File: src/rtl/ssd_score_scanner.sv
// Seven-segment score display: sequential double-dabble binary-to-BCD plus anode scanning.
// Optional leading-zero blanking is enabled by defining SSD_LZB_EN.
module ssd_score_scanner #(
  parameter int NUM_DIGITS = 4,
  parameter int VALUE_W    = 8,
  parameter int SCAN_DIV_W = 18
) (
  input  logic                  CLK,
  input  logic                  Reset,
  input  logic [VALUE_W-1:0]    Value,
  input  logic                  Load,
  input  logic [NUM_DIGITS-1:0] Dp_Mask,
  output logic                  Busy,
  output logic                  Overflow,
  output logic [NUM_DIGITS-1:0] An,
  output logic [7:0]            Seg
);
  localparam int BCD_W  = 4 * NUM_DIGITS;
  localparam int ITER_W = $clog2(VALUE_W + 1);
  localparam int IDX_W  = (NUM_DIGITS > 1) ? $clog2(NUM_DIGITS) : 1;
  localparam logic [ITER_W-1:0] ITER_LAST = ITER_W'(VALUE_W - 1);
  localparam logic [IDX_W-1:0]  IDX_LAST  = IDX_W'(NUM_DIGITS - 1);

  typedef enum logic [1:0] {IDLE, CONV, COMMIT} state_t;

  state_t                state_q;
  logic                  busy_q;
  logic                  ovf_q;
  logic                  sticky_q;
  logic                  pend_vld_q;
  logic [VALUE_W-1:0]    pend_val_q;
  logic [VALUE_W-1:0]    bin_q;
  logic [BCD_W-1:0]      bcd_q;
  logic [BCD_W-1:0]      disp_q;
  logic [ITER_W-1:0]     iter_q;
  logic [SCAN_DIV_W-1:0] pre_q;
  logic [IDX_W-1:0]      idx_q;
  logic [NUM_DIGITS-1:0] an_q;
  logic [7:0]            seg_q;

  logic [BCD_W-1:0]      bcd_adj_d;
  logic [BCD_W-1:0]      bcd_d;
  logic [VALUE_W-1:0]    bin_d;
  logic                  carry_d;
  logic [3:0]            digit_d;
  logic                  dp_d;
  logic                  blank_d;
  logic [NUM_DIGITS-1:0] an_d;
  logic [7:0]            seg_d;
`ifdef SSD_LZB_EN
  logic                  nz_above;
`endif

  function automatic logic [BCD_W-1:0] dabble_adjust(input logic [BCD_W-1:0] b);
    logic [BCD_W-1:0] r;
    r = b;
    for (int i = 0; i < NUM_DIGITS; i++) begin
      if (b[4*i +: 4] >= 4'd5) r[4*i +: 4] = b[4*i +: 4] + 4'd3;
    end
    return r;
  endfunction

  function automatic logic [6:0] seg_encode(input logic [3:0] d);
    case (d)
      4'd0:    seg_encode = 7'b0000001;
      4'd1:    seg_encode = 7'b1001111;
      4'd2:    seg_encode = 7'b0010010;
      4'd3:    seg_encode = 7'b0000110;
      4'd4:    seg_encode = 7'b1001100;
      4'd5:    seg_encode = 7'b0100100;
      4'd6:    seg_encode = 7'b0100000;
      4'd7:    seg_encode = 7'b0001111;
      4'd8:    seg_encode = 7'b0000000;
      4'd9:    seg_encode = 7'b0000100;
      default: seg_encode = 7'b1111111;
    endcase
  endfunction

  // One double-dabble iteration; the bit leaving the top nibble flags overflow.
  always_comb begin
    bcd_adj_d = dabble_adjust(bcd_q);
    {carry_d, bcd_d, bin_d} = {bcd_adj_d, bin_q, 1'b0};
  end

  always_ff @(posedge CLK) begin
    if (Reset) begin
      state_q    <= IDLE;
      busy_q     <= 1'b0;
      ovf_q      <= 1'b0;
      disp_q     <= '0;
      pend_vld_q <= 1'b0;
    end else begin
      if (Load && (state_q != IDLE)) begin
        pend_val_q <= Value;
        pend_vld_q <= 1'b1;
      end
      case (state_q)
        IDLE: begin
          if (Load) begin
            bin_q    <= Value;
            bcd_q    <= '0;
            sticky_q <= 1'b0;
            iter_q   <= '0;
            busy_q   <= 1'b1;
            state_q  <= CONV;
          end
        end
        CONV: begin
          bin_q    <= bin_d;
          bcd_q    <= bcd_d;
          sticky_q <= sticky_q | carry_d;
          iter_q   <= iter_q + 1'b1;
          if (iter_q == ITER_LAST) state_q <= COMMIT;
        end
        COMMIT: begin
          disp_q <= bcd_q;
          ovf_q  <= sticky_q;
          // A Load arriving in this very cycle is newer than any queued one.
          if (Load || pend_vld_q) begin
            bin_q      <= Load ? Value : pend_val_q;
            bcd_q      <= '0;
            sticky_q   <= 1'b0;
            iter_q     <= '0;
            pend_vld_q <= 1'b0;
            state_q    <= CONV;
          end else begin
            busy_q  <= 1'b0;
            state_q <= IDLE;
          end
        end
        default: state_q <= IDLE;
      endcase
    end
  end

  always_comb begin
    digit_d = 4'd0;
    dp_d    = 1'b0;
    blank_d = 1'b0;
    for (int i = 0; i < NUM_DIGITS; i++) begin
      if (idx_q == IDX_W'(i)) begin
        digit_d = disp_q[4*i +: 4];
        dp_d    = Dp_Mask[i];
      end
    end
`ifdef SSD_LZB_EN
    // Walk down from the top digit; blank until the first nonzero digit is seen.
    nz_above = 1'b0;
    for (int i = NUM_DIGITS - 1; i > 0; i--) begin
      if (disp_q[4*i +: 4] != 4'd0) nz_above = 1'b1;
      if ((idx_q == IDX_W'(i)) && !nz_above) blank_d = 1'b1;
    end
`endif
    if (ovf_q)        seg_d = {7'b1111110, ~dp_d};
    else if (blank_d) seg_d = {7'b1111111, ~dp_d};
    else              seg_d = {seg_encode(digit_d), ~dp_d};
    an_d = ~(NUM_DIGITS'(1) << idx_q);
  end

  always_ff @(posedge CLK) begin
    if (Reset) begin
      pre_q <= '0;
      idx_q <= '0;
      an_q  <= '1;
      seg_q <= 8'hFF;
    end else begin
      pre_q <= pre_q + 1'b1;
      if (&pre_q) idx_q <= (idx_q == IDX_LAST) ? '0 : idx_q + 1'b1;
      an_q  <= an_d;
      seg_q <= seg_d;
    end
  end

  assign Busy     = busy_q;
  assign Overflow = ovf_q;
  assign An       = an_q;
  assign Seg      = seg_q;

endmodule

File: config.mk
export PLATFORM = sky130hd
export DESIGN_NAME = ssd_score_scanner
export DESIGN_NICKNAME = d
export VERILOG_FILES = /design/src/rtl/ssd_score_scanner.sv
export SDC_FILE = /design/constraint.sdc
export NUM_CORES = 1
export LEC_CHECK = 0
export CORE_UTILIZATION = 50
export CTS_CLUSTER_SIZE = 14
export DETAILED_ROUTE_END_ITERATION = 8
export DONT_BUFFER_PORTS = 1
export PLACE_DENSITY = 0.73
export SLEW_MARGIN = 5
export SYNTH_ARGS = -nofsm -noshare
export SYNTH_HDL_FRONTEND = slang
export SYNTH_SLANG_ARGS = --single-unit
File: constraint.sdc
create_clock -name CLK -period 3.4 [get_ports CLK]
set_input_delay 0.34 -clock CLK [delete_from_list [all_inputs] [get_ports CLK]]
set_output_delay 0.34 -clock CLK [all_outputs]
set_load 0.005 [all_outputs]
==> metrics.yaml, run 1 <==
outcome: "complete, no violations"
ys_ff_latch: 90
ctsResizeCount: 0
hold_class: "in -> reg"
async_flop_share_pct: 0
grt_pass1_vias: 2815
grt_max_degree: 48
grt_pass1_wl_mm: 12.6
ant_nets: 0
slew_viol_final: 0
ff2ff_setup_slack_ps: 820
synth.area.top_cells: "edfxtp_1 26%, dfxtp_1 24%, ha_1 7.5%, mux2i_1 4.8%, nor2_1 3.8%"
clock_sink_count: 90
final.fill_count: 706
worstHoldPathCells: 1
hold_buffers: 0
synth_edf_count: 37
setup_viol: 0
drive_gt1_share_pct: 7.04
fmax_mhz: 388
critPathCaptureType: "flop"
nets: 448
num_vias: 2859
path_cells: "ha_1 -> a211oi_1 -> a221oi_1 -> inv_1 -> ha_1 -> nor3_1 -> a221oi_1 -> o21ai_0"
finalHoldViolCount: 0
cts.clk_slew.worst_paths_ps: 90
drc_errors: 0
power-per-cell-area_nw_per_um2: 630
layout_worst_path_cycle_share_pct: 75.9
relSlewSlack_pct: 53.7
worst_slack_ps: 820
synthTopCellsByCount: "53 x dfxtp_1, 44 x nor2_1, 37 x edfxtp_1"
cts_root_buf: "clkbuf_8"
r2r-start: "idx_q[0]"
cp_num_buf_inv: 1
worst_path_dominant_cell_family: "compound AO/OA/AOI/OAI gates"
wire_per_inst_um: 14.0
worst-path-max-fanout: 16
place_hpwl_mm: 4.95
grtUsageTotal_pct: 18.0
grt_antenna_before_repair: 0
fin_crit_ps: 2580
portBuffers: 0
worst_ep_required_time_ps: 3680
cap_viol_max_count: 0
core-area_sq_um: 8300
die_x_um: 95.1
diodes: 0
min_from: "Reset"
drt_iter0_drc: 148
die-area_sq_um: 9040
synthCells: 410
io_pins: 29
cts_buffer_depth: 2
worstPathArrival_ps: 2860
clkLatencyLatePin_ps: 350
synth_nets: 451
synth_most_common_cell: "dfxtp_1"
start_util_pct: 52.2
place_ws_ps: 856
vias_per_cell: 5.53
synth_top_area_share_pct: 25.6
postCtsSetupRepairBufs: 0
floorplan.die.height_um: 95.1
critPathLaunchType: "flop"
syn_to_final_growth_pct: 6.38
cts_tree: "built"
cts_buffers: 9
tightest_slew_ps: 694
synth_area_sq_um: 4330
crit_cells: 8
ys_warn_count: 0
final_core_util_pct: 55.6
synth_largest_area_cell: "edfxtp_1"
rsz0062_at_grt: "false"
routabilityCongestion: 0.795
min_delay_worst_endpoint: "pre_q[17]"
skew_ps: 11.1
synth_area_per_cell_sq_um: 10.6
num_rows: 33
rr_worst_depth: 8
cts_max_level: 3
ys_types: 54
r2r_end: "Seg[3]"
power.leakage_nw: 1.76
overflow: 0
ys.flop_type: "dfxtp_1"
dr.pass1.iters: 5
critical_path_class: "reg -> reg"
tns_ps: 0
wl_mm: 7.23
crit_slowest_cell: "ha_1"
max_stage_delay_ps: 560
vdd_drop_max_mv: 0.411
ys_seq_area_share_pct: 50.1
layout make-up:
class                      count  area [sq um]  share of cell area [%]
clock buffer                   9           124                    2.69
inverter                      33           124                    2.69
sequential                    90          2170                    47.1
tap                          105           131                    2.85
clock inverter                 7          68.8                    1.49
multi-input combinational    271          1980                    42.8
timing repair buffer           2          15.0                   0.326
worst reg2reg max path, stage by stage, from the launching register on:
cell	delay, ps
dfxtp_1	390
ha_1	560
a211oi_1	90
a221oi_1	540
inv_1	210
ha_1	250
nor3_1	180
a221oi_1	110
o21ai_0	180
logic make-up (layout without fill, tap and decap cells):
family	Yosys count	in the layout	synth area share, %
flip-flops	90	90	50.1
XOR/XNOR	21	21	4.24
multiplexers	22	22	5.11
AO/OA/AOI/OAI	68	68	12.2
adder cells (fa/ha/maj)	26	26	7.51
AND/OR/NAND/NOR	134	134	16.4
buffers and inverters	49	51	4.42
per-stage QoR:
step                      std cells  cell area, sq um  hold WS [ps]  power [mW]
after floorplan                 410              4330           430        2.08
after global placement          501              4420           415        2.20
after detailed placement        501              4420           415        2.23
after CTS                       517              4610          26.1        2.94
after global routing            517              4610          13.1        3.11
final                           517              4610          47.6        2.90
layout by cell type (no fill, tap or decap), types with 7 or more instances in the layout:
cell type / n
o21ai_0: 13
a21oi_1: 10
mux2i_1: 21
clkbuf_8: 9
nor3_1: 7
inv_1: 32
nor2_1: 44
a222oi_1: 7
nand2_1: 26
and2_1: 9
dfxtp_1: 53
xnor2_1: 16
edfxtp_1: 37
ha_1: 26
where the power goes:
part / switching (mW) / internal, mW / total [mW]
sequential: 0.130 / 1.36 / 1.49
combinational: 0.396 / 0.316 / 0.712
clock: 0.365 / 0.338 / 0.703
total: 0.890 / 2.01 / 2.90
flip-flops by register name (all words and copies together) (netlist names):
name	cells
An	4
Busy	1
Overflow	1
Seg	8
bcd_q	16
bin_q	8
disp_q	16
idx_q	2
iter_q	4
pend_val_q	8
pend_vld_q	1
pre_q	18
state_q	2
sticky_q	1
how the worst max path moves through the flow:
stage / endpoint / startpoint / slack [ps]
4_1_cts: Seg[3] / idx_q[0] / 840
3_3_place_gp: Seg[3] / idx_q[0] / 1000
6_report: Seg[3] / idx_q[0] / 820
5_1_grt: Seg[6] / idx_q[0] / 520
3_5_place_dp: Seg[3] / idx_q[0] / 860
2_1_floorplan: bcd_q[0] / state_q[0] / 40
per-layer routing:
layer | share of wire, % | GRT usage [%]
met4 | 0.53 | 5.81
met2 | 47 | 29.7
met5 | 0 | 0
met1 | 48 | 21.9
met3 | 4.4 | 6.46
(Power assumes the default switching activity.)
==> inputs of run 2 (changes only) <==
clock period = 2.2 ns   (was 3.4 ns; I/O delays follow)
==> run 2 against run 1 <==
Compared with the run above: cell area grew 5.3%; die area unchanged; clock skew is 1.0 ps higher; critical path depth decreased by 1; flip-flop and latch count stayed put; clock power increased by 68%.
==> metrics.yaml, run 2 (same netlist as run 1, synthesis figures left out) <==
cts_max_level: 3  # unchanged
outcome: "complete, no violations"  # unchanged
dr.pass1.iters: 5  # unchanged
relSlewSlack_pct: 71.3  # was 53.7%
power.leakage_nw: 1.88  # was 1.76 nW
nets: 468  # was 448
drc_errors: 0  # unchanged
max_stage_delay_ps: 430  # was 560 ps
critical_path_class: "reg -> reg"  # unchanged
core-area_sq_um: 8300  # unchanged
cts_tree: "built"  # unchanged
final.fill_count: 686  # was 706
die-area_sq_um: 9040  # unchanged
place_area_sq_um: 4520  # was 4420 sq um
reg.largest.list: "pre_q (18), bcd_q (16), disp_q (16)"  # unchanged
power-per-cell-area_nw_per_um2: 966  # was 630 nW/um^2
io_pins: 29  # unchanged
layout_worst_path_cycle_share_pct: 93.1  # was 75.9%
num_vias: 2967  # was 2859
num_rows: 33  # unchanged
ff2ff_setup_slack_ps: 150  # was 820 ps
finalHoldViolCount: 0  # unchanged
grt_antenna_before_repair: 0  # unchanged
grt_max_degree: 38  # was 48
final_cell_mix: "52 x dfxtp_1, 44 x nor2_1, 37 x edfxtp_1"  # was 53 x dfxtp_1, 44 x nor2_1, 37 x edfxtp_1
routabilityCongestion: 0.792  # was 0.795
grt_pass1_vias: 2890  # was 2815
die_x_um: 95.1  # unchanged
worstPathArrival_ps: 2280  # was 2860 ps
drt_iter0_drc: 151  # was 148
hold_class: "in -> reg"  # unchanged
critical_path.startpoint: "idx_q[1]"  # was idx_q[0]
clock_sink_count: 90  # unchanged
overflow: 0  # unchanged
vias_per_cell: 5.53  # about the same
ant_nets: 0  # unchanged
final_core_util_pct: 58.5  # was 55.6%
path_cells: "inv_1 -> ha_2 -> buf_4 -> nand3b_1 -> a311o_1 -> a221oi_1 -> o21ai_0"  # was ha_1 -> a211oi_1 -> a221oi_1 -> inv_1 -> ha_1 -> nor3_1 -> a221oi_1 -> o21ai_0
cts_buffers: 9  # unchanged
slew_viol_final: 0  # unchanged
clkLatencyLatePin_ps: 370  # was 350 ps
vdd_drop_max_mv: 0.446  # was 0.411 mV
grtUsageTotal_pct: 19.4  # was 18.0%
skew_ps: 12.1  # was 11.1 ps
wl_mm: 8.04  # was 7.23 mm
layout_commonest_cell: "dfxtp_1"  # unchanged
worst_slack_ps: 151  # was 820 ps
largest_register_ffs: 18  # unchanged
min_from: "Reset"  # unchanged
cap_viol_max_count: 0  # unchanged
place_hpwl_mm: 5.33  # was 4.95 mm
worst-path-max-fanout: 7  # was 16
critPathCaptureType: "flop"  # unchanged
tightest_slew_ps: 427  # was 694 ps
r2r-start: "idx_q[1]"  # was idx_q[0]
cts_buffer_depth: 2  # unchanged
hold_ws_ps: 32.1  # was 47.6 ps
portBuffers: 0  # unchanged
grt_pass1_wl_mm: 13.4  # was 12.6 mm
rsz0062_at_grt: "false"  # unchanged
stdcell_area_sq_um: 4860  # was 4610 sq um
cts.clk_slew.worst_paths_ps: 100  # was 90 ps
fin_crit_ps: 2050  # was 2580 ps
critPathLaunchType: "flop"  # unchanged
fmax_mhz: 488  # was 388 MHz
start_util_pct: 52.2  # unchanged
place_ws_ps: 70.2  # was 856 ps
regMostFlops: "pre_q"  # unchanged
crit_slowest_cell: "a311o_1"  # was ha_1
diodes: 0  # unchanged
setup_viol: 0  # unchanged
drive_gt1_share_pct: 11.1  # was 7.04%
multi_input_area_sq_um: 2010  # was 1980 sq um
seq_area_sq_um: 2170  # about the same
cts_root_buf: "clkbuf_8"  # unchanged
tns_ps: 0  # unchanged
syn_to_final_growth_pct: 12.1  # was 6.38%
wire_per_inst_um: 15.0  # was 14.0 um
floorplan.die.height_um: 95.1  # unchanged
worst_ep_required_time_ps: 2440  # was 3680 ps
-- run 2: changes by cell type in the layout (fill, tap and decap cells not counted), moves of 2 or more --
cell           before  now
buf_12              0    2
buf_4               2   12
clkinv_1            3    1
dlygate4sd3_1       0    8
ha_1               26   24
ha_2                0    2
-- run 2: timing repair --
item / CTS / global route
setup buffers: 0 / 0
endpoints found under the setup margin: 0 / 7
endpoints found under the hold margin: 45 / 0
gates resized for setup: 0 / 6
hold buffers: 9 / 0
-- run 2: cell type report --
class | count | area share [%]
Sequential cell | 90 | 44.7
Multi-Input combinational cell | 271 | 41.4
Timing Repair Buffer | 22 | 4.33
Tap cell | 105 | 2.70
Clock buffer | 9 | 2.55
Inverter | 33 | 2.55
Clock inverter | 7 | 1.75
-- run 2: critical path, delay by kind of cell (launching register included) --
| kind | cells | cell delay [ps] |
|---|---|---|
| compound gates | 3 | 850 |
| fa+ha+maj | 1 | 220 |
| buf+inv | 2 | 250 |
| flops | 1 | 370 |
| simple gates | 1 | 240 |
-- run 2: metal layers --
layer	share of wire, %	vias up	global-route usage (%)
met2	49	50	31.9
met5	0	-	0
met4	1.4	0	9.09
met1	47	1428	24.5
li1	-	1479	-
met3	3.1	10	3.59
-- run 2: path summary, 6_finish.rpt --
check / to / depth (start not counted)
setup reg to reg: Seg[3] / 7
setup / recovery: Seg[3] / 7
hold reg to reg: pre_q[0] / 1
hold / removal: Seg[5] / 2
-- run 2: power breakdown --
part,total (mW),switching [mW],internal (mW)
logic,1.21,0.670,0.543
registers,2.30,0.197,2.10
clock network,1.18,0.635,0.547
total,4.69,1.50,3.19
-- run 2: through the flow --
step	std cells	power (mW)
6_report	537	4.69
4_1_cts	537	4.72
5_1_grt	537	4.97
3_5_place_dp	512	3.52
2_1_floorplan	410	3.21
3_3_place_gp	512	3.45
==> inputs of run 3 (changes only) <==
PLACE_DENSITY = 0.7   (was 0.73)
TNS_END_PERCENT = 50   (was default)
clock period = 2.35 ns   (was 2.2 ns; I/O delays follow)
==> run 3 against run 2 <==
Compared with the run above: clock skew is 1.8 ps higher; maximum frequency is 4.0% lower; setup slack better by 64 ps; non-clock buffer count is 5 lower; count of clock-buffer cells in the layout is 2 higher; combinational power is 9.9% lower; total power is 9.0% lower; sequential power is 6% lower; hold slack better by 30 ps; critical path type unchanged; largest power group unchanged.
==> metrics.yaml, run 3 (same netlist as run 1, synthesis figures left out) <==
cts_root_buf: "clkbuf_8"  # unchanged
rsz0062_at_grt: "false"  # unchanged
rr_worst_depth: 9  # was 7
worstPathArrival_ps: 2410  # was 2280 ps
floorplan.die.height_um: 95.1  # unchanged
dr.pass1.iters: 5  # unchanged
grtUsageTotal_pct: 18.9  # was 19.4%
cts_tree: "built"  # unchanged
io_pins: 29  # unchanged
grt_pass1_wl_mm: 13.1  # was 13.4 mm
die_x_um: 95.1  # unchanged
drive_gt1_share_pct: 8.90  # was 11.1%
cts_buffers: 9  # unchanged
skew_ps: 13.9  # was 12.1 ps
cts.clk_slew.worst_paths_ps: 90  # was 100 ps
syn_to_final_growth_pct: 10.0  # was 12.1%
worst_slack_ps: 215  # was 151 ps
regMostFlops: "pre_q"  # unchanged
portBuffers: 0  # unchanged
placedCellCount: 507  # was 512
largest_register_ffs: 18  # unchanged
tightest_slew_ps: 563  # was 427 ps
vdd_drop_max_mv: 0.563  # was 0.446 mV
critPathLaunchType: "flop"  # unchanged
wire_per_inst_um: 14.5  # was 15.0 um
fin_crit_ps: 2130  # was 2050 ps
place_hpwl_mm: 5.24  # was 5.33 mm
worst-path-max-fanout: 8  # was 7
routabilityCongestion: 0.874  # was 0.792
drt_iter0_drc: 109  # was 151
postCtsSetupRepairBufs: 0  # unchanged
clock_sink_count: 90  # unchanged
final_core_util_pct: 57.5  # was 58.5%
nets: 463  # was 468
num_vias: 2922  # was 2967
cts_buffer_depth: 2  # unchanged
grt_antenna_before_repair: 0  # unchanged
core-area_sq_um: 8300  # unchanged
wl_mm: 7.70  # was 8.04 mm
power-per-cell-area_nw_per_um2: 896  # was 966 nW/um^2
vias_per_cell: 5.49  # was 5.53
ant_nets: 0  # unchanged
power.leakage_nw: 1.82  # was 1.88 nW
layout_commonest_cell: "dfxtp_1"  # unchanged
hold_class: "in -> reg"  # unchanged
grt_pass1_vias: 2832  # was 2890
final_cell_mix: "53 x dfxtp_1, 44 x nor2_1, 37 x edfxtp_1"  # was 52 x dfxtp_1, 44 x nor2_1, 37 x edfxtp_1
die-area_sq_um: 9040  # unchanged
place_ws_ps: 112  # was 70.2 ps
diodes: 0  # unchanged
clkLatencyLatePin_ps: 350  # was 370 ps
final_cells: 532  # was 537
worstHoldPathCells: 2  # unchanged
slew_viol_final: 0  # unchanged
start_util_pct: 52.2  # unchanged
worst_ep_required_time_ps: 2620  # was 2440 ps
critical_path_class: "reg -> reg"  # unchanged
num_rows: 33  # unchanged
tns_ps: 0  # unchanged
critPathCaptureType: "flop"  # unchanged
fmax_mhz: 468  # was 488 MHz
reg.largest.list: "pre_q (18), bcd_q (16), disp_q (16)"  # unchanged
grt_max_degree: 38  # unchanged
setup_viol: 0  # unchanged
layout_worst_path_cycle_share_pct: 90.8  # was 93.1%
overflow: 0  # unchanged
cap_viol_max_count: 0  # unchanged
finalHoldViolCount: 0  # unchanged
outcome: "complete, no violations"  # unchanged
relSlewSlack_pct: 62.5  # was 71.3%
drc_errors: 0  # unchanged
cts_max_level: 3  # unchanged
power.total_mw: 4.27  # was 4.69 mW
run 3: layout make-up:
cell class	count	area, sq um
Fill cell	748	3530
Sequential cell	90	2170
Multi-Input combinational cell	271	1990
Timing Repair Buffer	17	160
Clock buffer	11	131
Tap cell	105	131
Inverter	33	124
Clock inverter	5	56.3
run 3: routing by layer:
metal	share of wire [%]	track usage (%)
met5	0	0
met1	49	24.4
met4	1.6	6.57
met3	2.8	3.83
met2	46	31.5
run 3: what timing repair did:
| action | 4_1_cts | 5_1_grt |
|---|---|---|
| endpoints found under the setup margin | 0 | 6 |
| gates resized for setup | 0 | 3 |
| hold buffers | 9 | 0 |
| endpoints found under the hold margin | 45 | 0 |
run 3: critical path: stages (launching register included):
cell      delay, ps
dfxtp_1         400
inv_1            90
ha_1            260
a211oi_1        300
a221oi_2        110
buf_4           180
ha_1            180
nor3_1          240
a221oi_1        110
o21ai_0         190
run 3: report_power, final:
part           leakage [nW]  internal, mW  switching [mW]
clock                0.0832         0.489           0.533
sequential            0.788          1.97           0.192
combinational         0.945         0.489           0.600
total                  1.82          2.95            1.33
run 3: worst paths after layout:
path	startpoint	to	slack, ps
worst max-delay path	idx_q[0]	Seg[3]	220
worst min-delay path	Reset	Seg[5]	60
worst max register to register	idx_q[0]	Seg[3]	220
worst min register to register	pre_q[0]	pre_q[0]	480
run 3: through the flow:
| step | cell area [sq um] | hold slack, ps |
|---|---|---|
| 4_1_cts | 4760 | 39.9 |
| 2_1_floorplan | 4350 | 334 |
| 6_report | 4770 | 62.5 |
| 3_3_place_gp | 4470 | 313 |
| 5_1_grt | 4770 | 43.2 |
| 3_5_place_dp | 4470 | 317 |
